--- config.mk ---
export PLATFORM = sky130hd
export DESIGN_NAME = tpu_mmio_master
export DESIGN_NICKNAME = d
export VERILOG_FILES = /design/src/rtl/tpu_mmio_master.sv
export SDC_FILE = /design/constraint.sdc
export NUM_CORES = 1
export LEC_CHECK = 0
export ABC_AREA = 1
export BUFFER_PORTS_ARGS = -buffer_cell sky130_fd_sc_hd__buf_4
export CAP_MARGIN = 20
export CORE_MARGIN = 2
export CORE_UTILIZATION = 40
export CTS_CLUSTER_DIAMETER = 30
export DETAILED_ROUTE_END_ITERATION = 16
export PLACE_DENSITY = 0.77
export SYNTH_ARGS = -nofsm -noshare
export SYNTH_HDL_FRONTEND = slang
export SYNTH_SLANG_ARGS = --single-unit
--- constraint.sdc ---
create_clock -name clk -period 1.4 [get_ports clk]
set_input_delay 0.07 -clock clk [delete_from_list [all_inputs] [get_ports clk]]
set_output_delay 0.07 -clock clk [all_outputs]
set_load 0.02 [all_outputs]
--- src/rtl/tpu_mmio_master.sv ---
// MMIO master that loads A/B (and optionally C) rows from a source buffer into a
// systolic TPU, triggers it, waits, and streams the 16 C result words out.
module tpu_mmio_master #(
  parameter int DIM      = 8,
  parameter int ADDRW    = 16,
  parameter int DATAW    = 64,
  parameter int WAIT_CYC = 3 * DIM
) (
  input  logic             clk,
  input  logic             rst,
  input  logic             start,
  input  logic             load_c,
  output logic             busy,
  output logic             done,
  output logic             src_rd_en,
  output logic [4:0]       src_addr,
  input  logic [DATAW-1:0] src_data,
  output logic             tpu_r_w,
  output logic [ADDRW-1:0] tpu_addr,
  output logic [DATAW-1:0] tpu_dataIn,
  input  logic [DATAW-1:0] tpu_dataOut,
  output logic             res_valid,
  input  logic             res_ready,
  output logic [DATAW-1:0] res_data,
  output logic [3:0]       res_idx
);

  localparam logic [2:0] S_IDLE   = 3'd0;
  localparam logic [2:0] S_LOAD_A = 3'd1;
  localparam logic [2:0] S_LOAD_B = 3'd2;
  localparam logic [2:0] S_LOAD_C = 3'd3;
  localparam logic [2:0] S_TRIG   = 3'd4;
  localparam logic [2:0] S_WAIT   = 3'd5;
  localparam logic [2:0] S_READ   = 3'd6;
  localparam logic [2:0] S_DONE   = 3'd7;

  logic [2:0]       state_reg;
  logic             load_c_reg;
  logic             rd_en_reg;
  logic [4:0]       rd_idx_reg;
  logic             wr_en_reg;
  logic [4:0]       wr_idx_reg;
  logic [15:0]      wait_cnt_reg;
  logic [4:0]       rsp_idx_reg;
  logic             res_valid_reg;
  logic [DATAW-1:0] res_data_reg;
  logic [3:0]       res_idx_reg;
  logic [4:0]       last_idx;
  logic [4:0]       rd_idx_next;
  logic             capture;

  // Source word index -> MMIO address: A at 0x100, B at 0x200, C at 0x300, 8 bytes apart.
  function automatic logic [ADDRW-1:0] word_addr(input logic [4:0] idx);
    logic [10:0] a;
    if (idx[4]) a = {3'b011, 1'b0, idx[3:0], 3'b000};
    else        a = {1'b0, idx[3], ~idx[3], 2'b00, idx[2:0], 3'b000};
    return ADDRW'(a);
  endfunction

  assign last_idx    = load_c_reg ? 5'd31 : 5'd15;
  assign rd_idx_next = rd_idx_reg + 5'd1;
  assign capture     = (state_reg == S_READ) && !rsp_idx_reg[4] && (!res_valid_reg || res_ready);

  always_ff @(posedge clk) begin
    if (rst) begin
      state_reg     <= S_IDLE;
      load_c_reg    <= 1'b0;
      rd_en_reg     <= 1'b0;
      rd_idx_reg    <= 5'd0;
      wr_en_reg     <= 1'b0;
      wr_idx_reg    <= 5'd0;
      wait_cnt_reg  <= 16'd0;
      rsp_idx_reg   <= 5'd0;
      res_valid_reg <= 1'b0;
      res_data_reg  <= '0;
      res_idx_reg   <= 4'd0;
    end else begin
      wr_en_reg <= 1'b0;
      case (state_reg)
        S_IDLE: begin
          if (start) begin
            state_reg  <= S_LOAD_A;
            load_c_reg <= load_c;
            rd_en_reg  <= 1'b1;
            rd_idx_reg <= 5'd0;
          end
        end
        S_LOAD_A, S_LOAD_B, S_LOAD_C: begin
          // Read of word k and write of word k-1 overlap; one drain cycle after the last read.
          wr_en_reg  <= rd_en_reg;
          wr_idx_reg <= rd_idx_reg;
          if (rd_en_reg) begin
            if (rd_idx_reg == last_idx) begin
              rd_en_reg <= 1'b0;
            end else begin
              rd_idx_reg <= rd_idx_next;
              if (rd_idx_next == 5'd8)  state_reg <= S_LOAD_B;
              if (rd_idx_next == 5'd16) state_reg <= S_LOAD_C;
            end
          end else begin
            state_reg <= S_TRIG;
          end
        end
        S_TRIG: begin
          wait_cnt_reg <= 16'd0;
          rsp_idx_reg  <= 5'd0;
          state_reg    <= (WAIT_CYC == 0) ? S_READ : S_WAIT;
        end
        S_WAIT: begin
          if (wait_cnt_reg == 16'(WAIT_CYC - 1)) state_reg <= S_READ;
          else wait_cnt_reg <= wait_cnt_reg + 16'd1;
        end
        S_READ: begin
          if (capture) begin
            res_data_reg  <= tpu_dataOut;
            res_idx_reg   <= rsp_idx_reg[3:0];
            res_valid_reg <= 1'b1;
            rsp_idx_reg   <= rsp_idx_reg + 5'd1;
          end else if (res_valid_reg && res_ready) begin
            res_valid_reg <= 1'b0;
            if (rsp_idx_reg[4]) state_reg <= S_DONE;
          end
        end
        default: state_reg <= S_IDLE;
      endcase
    end
  end

  // The write data path is combinational from src_data, which arrives the cycle after the read strobe.
  always_comb begin
    tpu_r_w    = 1'b0;
    tpu_addr   = '0;
    tpu_dataIn = '0;
    if (wr_en_reg) begin
      tpu_r_w    = 1'b1;
      tpu_addr   = word_addr(wr_idx_reg);
      tpu_dataIn = src_data;
    end else if (state_reg == S_TRIG) begin
      tpu_r_w  = 1'b1;
      tpu_addr = ADDRW'(16'h0400);
    end else if ((state_reg == S_READ) && !rsp_idx_reg[4]) begin
      tpu_addr = word_addr({1'b1, rsp_idx_reg[3:0]});
    end
  end

  assign busy      = (state_reg != S_IDLE) && (state_reg != S_DONE);
  assign done      = (state_reg == S_DONE);
  assign src_rd_en = rd_en_reg;
  assign src_addr  = rd_idx_reg;
  assign res_valid = res_valid_reg;
  assign res_data  = res_data_reg;
  assign res_idx   = res_idx_reg;

endmodule

Yosys cells after proc, flatten, opt, wreduce, memory -nomap -nowiden
Cells that the tools add are included.

storage, ports and cells
  output and inout bits = 158
  logic and storage cells = 94
  bits in registers = 106
  input port bits = 133

cells by class
  muxes and demuxes = 32
  equality and inequality tests = 23
  bitwise logic cells = 2
  add/subtract/negate cells = 3
  reductions and logical operators = 23

operators with widths
  kind                                                               number
  64-bit 2-to-1 mux                                                  1
  16-bit case mux with 2 select lines                                1
  3-bit 2-to-1 mux                                                   9
  5-bit 2-to-1 mux                                                   5
  11-bit 2-to-1 mux                                                  2
  10-bit 2-to-1 mux                                                  2
  5-bit case mux with 2 select lines                                 2
  16-bit by 1-bit adder with 16-bit output (second input constant)   1
  16-bit by 5-bit == test with 1-bit output (second input constant)  1
  16-bit 2-to-1 mux                                                  1
  2-bit inequality test (second input constant)                      8
  3-bit case mux with 5 select lines                                 1
  3-bit == test (second input constant)                              4
  2-bit AND reduction                                                6
  5-bit by 1-bit adder with 5-bit output (second input constant)     2
  2-bit nonzero test                                                 4
  1-bit 2-to-1 mux                                                   7
  7-bit AND reduction                                                1
  3-bit by 2-bit == test with 1-bit output (second input constant)   2
  3-bit inequality test (second input constant)                      2
  5-bit by 4-bit == test with 1-bit output (second input constant)   1
  5-bit == test                                                      1
  5-bit == test (second input constant)                              1
  1-bit logical AND                                                  4
  12 further kinds                                                   14

Longest topological paths before layout
Gate-level depths: netlist of the first run.

  depth after elaboration = 7
  depth in mapped cells = 12

Worst setup path before layout of the first run
No wires, ideal clock.

  path type = register to register
  from = register rd_idx_reg[1], in the netlist src_addr[1]
  to = register state_reg[1]
  data required time = 1.285 ns
  cell stages (with the launch flop) = 13
  path slack = -0.233 ns
  buffers on the path = 0
  arrival = 1.518 ns
  period minus slack after synthesis = 1.633 ns
  cells stage by stage = dfxtp_1 ha_1 inv_1 nand2_1 nand2_1 nor2_1 nand3_1 nand2_1 nand2_1 nand2_1 nand3_1 nand2_1 nor2_1

between the ends
  longest elaborated chain between the ends = 6

RTL lines
  item                                    RTL line  text
  from (decl)                             40        logic [4:0] rd_idx_reg;
  from (signal assigned)                  96        rd_idx_reg <= rd_idx_next;
  5-bit by 1-bit adder with 5-bit output  61        assign rd_idx_next = rd_idx_reg + 5'd1;
  5-bit == test                           98        if (rd_idx_next == 5'd16) state_reg <= S_LOAD_C;
  3-bit 2-to-1 mux                        98
  3-bit 2-to-1 mux                        93        if (rd_idx_reg == last_idx) begin
  3-bit 2-to-1 mux                        92        if (rd_en_reg) begin
  3-bit case mux with 5 select lines      79        case (state_reg)
  to (signal assigned)                    107       state_reg <= (WAIT_CYC == 0) ? S_READ : S_WAIT;
  to (decl)                               37        logic [2:0] state_reg;

Several ways; a longest one is shown, not always the timed one. The select of a mux whose other input is x is not followed.
A chain may end at the register's enable or synchronous reset.

Worst setup path in the final report of the first run
  from = register state_reg[0]
  to = register res_idx_reg[0], in the netlist res_idx[0]

between the ends
  longest elaborated chain between the ends = 4

RTL lines
  item                             RTL line  text
  3-bit == test *                  62, 79
  1-bit logical AND (2 in a row)   62        assign capture = (state_reg == S_READ) && !rsp_idx_reg[4] && (!res_valid_reg || res_ready);
  2-bit AND reduction (no line) *  --
  to (signal assigned)             116       res_idx_reg <= rsp_idx_reg[3:0];
  to (decl)                        47        logic [3:0] res_idx_reg;

Every way passes the cells marked *; elsewhere a longest branch is shown, timed or not.

==> flow_summary.json, run 1 <==
{
  "status": "complete, but fails checks",
  "violations": "setup timing",
  "n_fill_cell": 722,
  "ys.flop_type": "dfxtp_1",
  "fp-row-count": 41,
  "pin_count": 291,
  "wirelength_um": 28900,
  "dp_hpwl_um": 12600,
  "power_frac_clock_pct": 24.0,
  "critPathKind": "flip-flop to flip-flop",
  "yosysSeqAreaShare_pct": 42.1,
  "die_x_um": 116,
  "cts_buffers": 9,
  "slowest_delay_ns": 0.37,
  "slowest_stage": "dfxtp_4",
  "p_leak_nw": 5.05,
  "ys_seq_elements": 106,
  "rsz0062_at_grt": "yes",
  "ir_worst_vdd_uv": 1040,
  "power_density_nw_per_um2": 1080,
  "synth_cells": 769,
  "coreArea_um2": 12500,
  "slew_headroom_pct": 66.2,
  "grt_overflow_total": 0,
  "clkLatencyLatePin_ns": 0.38,
  "grt_use_total_pct": 26.3,
  "tightest_slew_ns": 0.507,
  "worst_slack_ns": -0.315,
  "internal_power_w": 0.00657,
  "postRouteAntennaNets": 0,
  "io_buffers": 281,
  "setup-tns-final_ns": -9.77,
  "dp.cells": 1230,
  "synth_edf_count": 0,
  "netlist.area_leader.share_pct": 42.1,
  "grt_pass1_wl_um": 28000,
  "netSwitchingPower_w": 0.00426,
  "final-seq-area_um2": 2160,
  "ys_warn_count": 0,
  "finalClockSkew_ns": 0.0219,
  "drc": 0,
  "start_util_pct": 40.5,
  "worstPathRequired_ns": 1.67,
  "area_growth_pct": 99.1,
  "root_buffer": "clkbuf_16",
  "numClockSinks": 106,
  "async_flop_share_pct": 0,
  "die_h_um": 116,
  "wire_per_inst_um": 21.5,
  "layout-drive-gt1-share_pct": 51.4,
  "vias": 7491,
  "gp_congestion": 0.904,
  "dieArea_um2": 13500,
  "fin_cells": 1341,
  "num_antenna_cells": 0,
  "swShare_pct": 39.4,
  "cts_htree_levels": 3,
  "cp_max_fo": 7,
  "antenna_found_initial": 0,
  "via_per_inst": 5.59,
  "hold_ws_ns": 0.0411,
  "synth_area_leaders": "dfxtp_1 42%, nand2_1 21%, a21oi_1 9.5%, inv_1 7.7%, nor2_1 2.8%",
  "fmax_mhz": 583,
  "multi_input_area_um2": 3210,
  "postSynthAreaPerCell_um2": 6.56,
  "end_kind": "flip-flop",
  "slew_violations": 0,
  "seqPwrFrac_pct": 34.1,
  "largest_register_ffs": 64,
  "drt-initial-drc-count": 799,
  "cp.arrival_ns": 1.98,
  "combPwrFrac_pct": 41.8,
  "grt_max_degree": 66,
  "worstPathBufferInverterCount": 4,
  "setup_violations": 100,
  "fin_crit_ns": 1.72,
  "fin_nets": 1302,
  "post-route-period-util_pct": 123,
  "startpoint_type": "flip-flop",
  "drv_cap": 0,
  "cp_cell_sequence": "inv_2 > nand3_4 > nor2_4 > buf_12 > nand2_8 > clkinv_8 > clkbuf_16 > o21ai_0 > a21oi_1",
  "ys_types": 32,
  "cts.clk_slew.worst_paths_ns": 0.07,
  "dr.pass1.iters": 5,
  "syn_area_um2": 5050,
  "synth_area_leader_cell": "dfxtp_1",
  "hp-class": "input pin to flip-flop",
  "cp_top_family": "buffers and inverters",
  "synth.most_common_cell": "nand2_1",
  "cts_tree": "done",
  "grt_pass1_vias": 5887,
  "hold_violations": 0,
  "cts_buffer_depth": 2,
  "synth_common_cells": "276 x nand2_1, 106 x dfxtp_1, 103 x inv_1"
}
per-layer routing:
metal  track usage (%)  routed length [um]
met2              48.4               14400
met1              29.4                9250
met3              5.92                2740
met5                 0                   0
met4              10.3                2510
through the flow:
step,power (W),cell area (um2),util (%),setup WS [ns]
finish,0.0108,10000,80.6,-0.315
CTS,0.00932,8660,69.5,-0.0500
global placement,0.00660,7610,61.1,-0.00108
detailed placement,0.00662,7610,61.1,-0.0596
floorplan,0.00527,5110,-,0.0101
global route,0.0111,10000,80.6,-0.328
power by group through the flow:
| stage | combinational (W) | clock [W] | sequential [W] |
|---|---|---|---|
| final | 0.00453 | 0.00260 | 0.00370 |
| after global routing | 0.00473 | 0.00266 | 0.00371 |
| after CTS | 0.00333 | 0.00241 | 0.00359 |
| after detailed placement | 0.00300 | 0 | 0.00362 |
| after global placement | 0.00299 | 0 | 0.00361 |
| after floorplan | 0.00148 | 0 | 0.00379 |
area by class of cell:
type / instances / share of cell area, %
Inverter: 109 / 4.33
Clock inverter: 4 / 0.262
Multi-Input combinational cell: 517 / 32.0
Timing Repair inverter: 1 / 0.162
Sequential cell: 106 / 21.5
Clock buffer: 11 / 2.42
Timing Repair Buffer: 421 / 37.2
Tap cell: 172 / 2.14
tightest hold or removal path, delay by kind of cell:
kind / cells / cell delay, ns
AO/OA/AOI/OAI: 2 / 0.22
buffers and inverters: 1 / 0.08
cell usage in the layout (no fill, tap or decap), types with 2 or more instances in the layout:
cell type and n:
dfxtp_4 8, o21ai_1 4, a21oi_2 64, o21ai_0 19, ha_1 2, conb_1 9, clkbuf_16 19, dfxtp_2 9
nor2_2 4, o21ai_2 4, inv_1 93, nand4_1 13, clkinv_8 3, buf_4 320, ha_4 2, a21oi_1 35
nor2_4 7, inv_2 13, nor3_2 3, xor2_1 3, nor2_1 30, buf_12 11, buf_6 13, nor3_1 5
nand3b_1 3, nand2_8 2, nand3_1 19, nand3_2 6, nand2_1 178, dlygate4sd3_1 63, buf_8 2, dfxtp_1 89
nand2_2 47, clkinv_2 3, nand2_4 53, buf_16 2
what timing repair did:
| item | 4_1_cts | 5_1_grt |
|---|---|---|
| endpoints found under the setup margin | 105 | 125 |
| gates cloned | 1 | 18 |
| buffers inserted | 6 | 8 |
| endpoints found under the hold margin | 60 | 3 |
| resized for setup | 43 | 269 |
| pin swaps | 12 | 60 |
| hold buffers | 60 | 3 |
cells by family after synthesis:
family | share of synthesized area (%)
AO/OA/AOI/OAI | 13.0
XOR/XNOR | 0.521
adder cells (fa/ha/maj) | 0.992
buffers and inverters | 13.2
flip-flops | 42.1
other | 0.0743
AND/OR/NAND/NOR | 30.2
worst paths after layout:
path / startpoint / slack [ns] / to / cells past startpoint
max: state_reg[0]$_SDFFE_PP0P_ / -0.32 / res_idx[0]$_SDFFE_PP0P_ / 9
min: load_c / 0.04 / load_c_reg$_SDFFE_PP0P_ / 3
max reg2reg: state_reg[0]$_SDFFE_PP0P_ / -0.32 / res_idx[0]$_SDFFE_PP0P_ / 9
min reg2reg: res_data[61]$_SDFFE_PP0P_ / 0.47 / res_data[61]$_SDFFE_PP0P_ / 2
(Power assumes the default switching activity.)
==> run 2: changes to the inputs <==
--- a/config.mk
+++ b/config.mk
@@ -8,11 +8,13 @@
 export ABC_AREA = 1
 export BUFFER_PORTS_ARGS = -buffer_cell sky130_fd_sc_hd__buf_4
 export CAP_MARGIN = 20
+export CORE_ASPECT_RATIO = 1.2
 export CORE_MARGIN = 2
 export CORE_UTILIZATION = 40
 export CTS_CLUSTER_DIAMETER = 30
 export DETAILED_ROUTE_END_ITERATION = 16
 export PLACE_DENSITY = 0.77
+export SKIP_LAST_GASP = 1
 export SYNTH_ARGS = -nofsm -noshare
 export SYNTH_HDL_FRONTEND = slang
 export SYNTH_SLANG_ARGS = --single-unit
==> flow_summary.json, run 2 (synthesis gave the netlist of run 1 again) <==
{
  "status": "complete, but fails checks",
  "violations": "setup timing",
  "rsz0062_at_grt": "yes",
  "gp_congestion": 0.948,
  "numClockSinks": 106,
  "timing.rr.start": "src_addr[0]$_SDFFE_PP0P_",
  "wirelength_um": 20200,
  "die_x_um": 107,
  "cts_tree": "done",
  "cts.clk_slew.worst_paths_ns": 0.07,
  "fin_nets": 1274,
  "fin_crit_ns": 1.48,
  "ir_worst_vdd_uv": 638,
  "largest_register_ffs": 64,
  "via_per_inst": 4.78,
  "clkLatencyLatePin_ns": 0.35,
  "coreArea_um2": 12200,
  "worst_slack_ns": -0.0790,
  "tightest_slew_ns": 0.533,
  "die_h_um": 127,
  "grt_max_degree": 46,
  "cts_buffer_depth": 2,
  "num_antenna_cells": 0,
  "fp-row-count": 44,
  "fmax_mhz": 676,
  "cp.arrival_ns": 1.41,
  "postRouteAntennaNets": 0,
  "postLayoutCellArea_um2": 8900,
  "drc": 0,
  "grt_pass1_vias": 5612,
  "layout_commonest_cell": "buf_4",
  "dieArea_um2": 13500,
  "final_cell_mix": "317 x buf_4, 262 x nand2_1, 92 x inv_1",
  "min_to": "res_data[46]$_SDFFE_PP0P_",
  "grt_use_total_pct": 27.5,
  "p_leak_nw": 4.43,
  "hold_violations": 0,
  "layout-drive-gt1-share_pct": 39.2,
  "p_total_w": 0.00964,
  "cts_buffers": 9,
  "r2r_end": "state_reg[0]$_SDFFE_PP0P_",
  "hold_depth": 3,
  "root_buffer": "clkbuf_16",
  "critPathKind": "flip-flop to output port",
  "antenna_found_initial": 0,
  "end_kind": "output port",
  "r2r_setup_slack_ns": -0.02,
  "placed_cell_area_um2": 7570,
  "dr.pass1.iters": 5,
  "vias": 6229,
  "grt_pass1_wl_um": 29300,
  "pin_count": 291,
  "cp_max_fo": 6,
  "worstRegToRegCells": 12,
  "dp_hpwl_um": 13500,
  "drt-initial-drc-count": 355,
  "slew_violations": 0,
  "min-delay-start": "tpu_dataOut[46]",
  "grt_overflow_total": 0,
  "hp-class": "input pin to flip-flop",
  "drv_cap": 0,
  "io_buffers": 281,
  "power_density_nw_per_um2": 1080,
  "post-route-period-util_pct": 106,
  "slew_headroom_pct": 64.4,
  "start_util_pct": 41.3,
  "finalClockSkew_ns": 0.00666,
  "startpoint_type": "flip-flop",
  "worstPathRequired_ns": 1.33,
  "area_growth_pct": 76.3,
  "wire_per_inst_um": 15.5,
  "setup_violations": 11,
  "cts_htree_levels": 3
}
## run 2: what timing repair did
action / 4_1_cts / 5_1_grt
gates resized for setup: 43 / 75
setup buffers: 1 / 5
gates cloned: 1 / 3
pin swaps: 5 / 18
hold buffers: 59 / 0
endpoints found under the setup margin: 168 / 138
hold endpoints to repair: 58 / 0
## run 2: through the flow
stage / hold WS (ns) / setup slack [ns] / std cells / utilization, % / TNS, ns
4_1_cts: 0.00254 / -0.0890 / 1296 / 70.2 / -1.98
6_report: 0.00500 / -0.0790 / 1303 / 72.8 / -0.357
3_3_place_gp: 0.312 / -0.0134 / 1219 / 62.0 / -0.0546
3_5_place_dp: 0.314 / -0.0871 / 1219 / 62.0 / -3.42
5_1_grt: 0.00894 / -0.133 / 1303 / 72.8 / -1.74
2_1_floorplan: 0.213 / 0.0101 / 777 / - / 0
## run 2: area by class of cell
| cell class | instances | area, um2 |
|---|---|---|
| multi-input cells | 516 | 2540 |
| repair buffers | 395 | 3290 |
| flip-flops and latches | 106 | 2160 |
| clock buffers | 10 | 229 |
| inverters | 109 | 435 |
| fillers | 937 | 3320 |
| clock inverters | 6 | 41.3 |
| well taps | 161 | 201 |
## run 2: critical path: stages (launching register included)
cell	delay (ns)
dfxtp_4	0.38
inv_4	0.06
nand3_4	0.08
nor2_4	0.16
nand2_4	0.10
o21ai_2	0.15
buf_6	0.13
## run 2: routing by layer
layer	GRT usage (%)	routed length, um	vias to the layer above
met5	0	0	-
met1	37.3	8560	2821
met2	41.7	9180	268
met4	8.25	415	0
li1	-	-	3104
met3	9.34	2080	36
## run 2: worst max path at each step
stage	startpoint	to	slack, ns	depth (start not counted)
after floorplan	wait_cnt_reg[0]$_SDFFE_PP0P_	wait_cnt_reg[12]$_SDFFE_PP0P_	0.01	10
after global placement	src_addr[0]$_SDFFE_PP0P_	src_addr[0]$_SDFFE_PP0P_	-0.01	7
after detailed placement	wait_cnt_reg[0]$_SDFFE_PP0P_	wait_cnt_reg[3]$_SDFFE_PP0P_	-0.09	9
after CTS	state_reg[0]$_SDFFE_PP0P_	tpu_addr[5]	-0.09	6
after global routing	state_reg[0]$_SDFFE_PP0P_	tpu_addr[5]	-0.13	6
final	state_reg[0]$_SDFFE_PP0P_	tpu_addr[5]	-0.08	6
## run 2: power by group
group | total, W | switching [W] | internal [W]
Clock | 0.00239 | 0.00118 | 0.00121
Sequential | 0.00364 | 0.000285 | 0.00336
Combinational | 0.00361 | 0.00201 | 0.00160
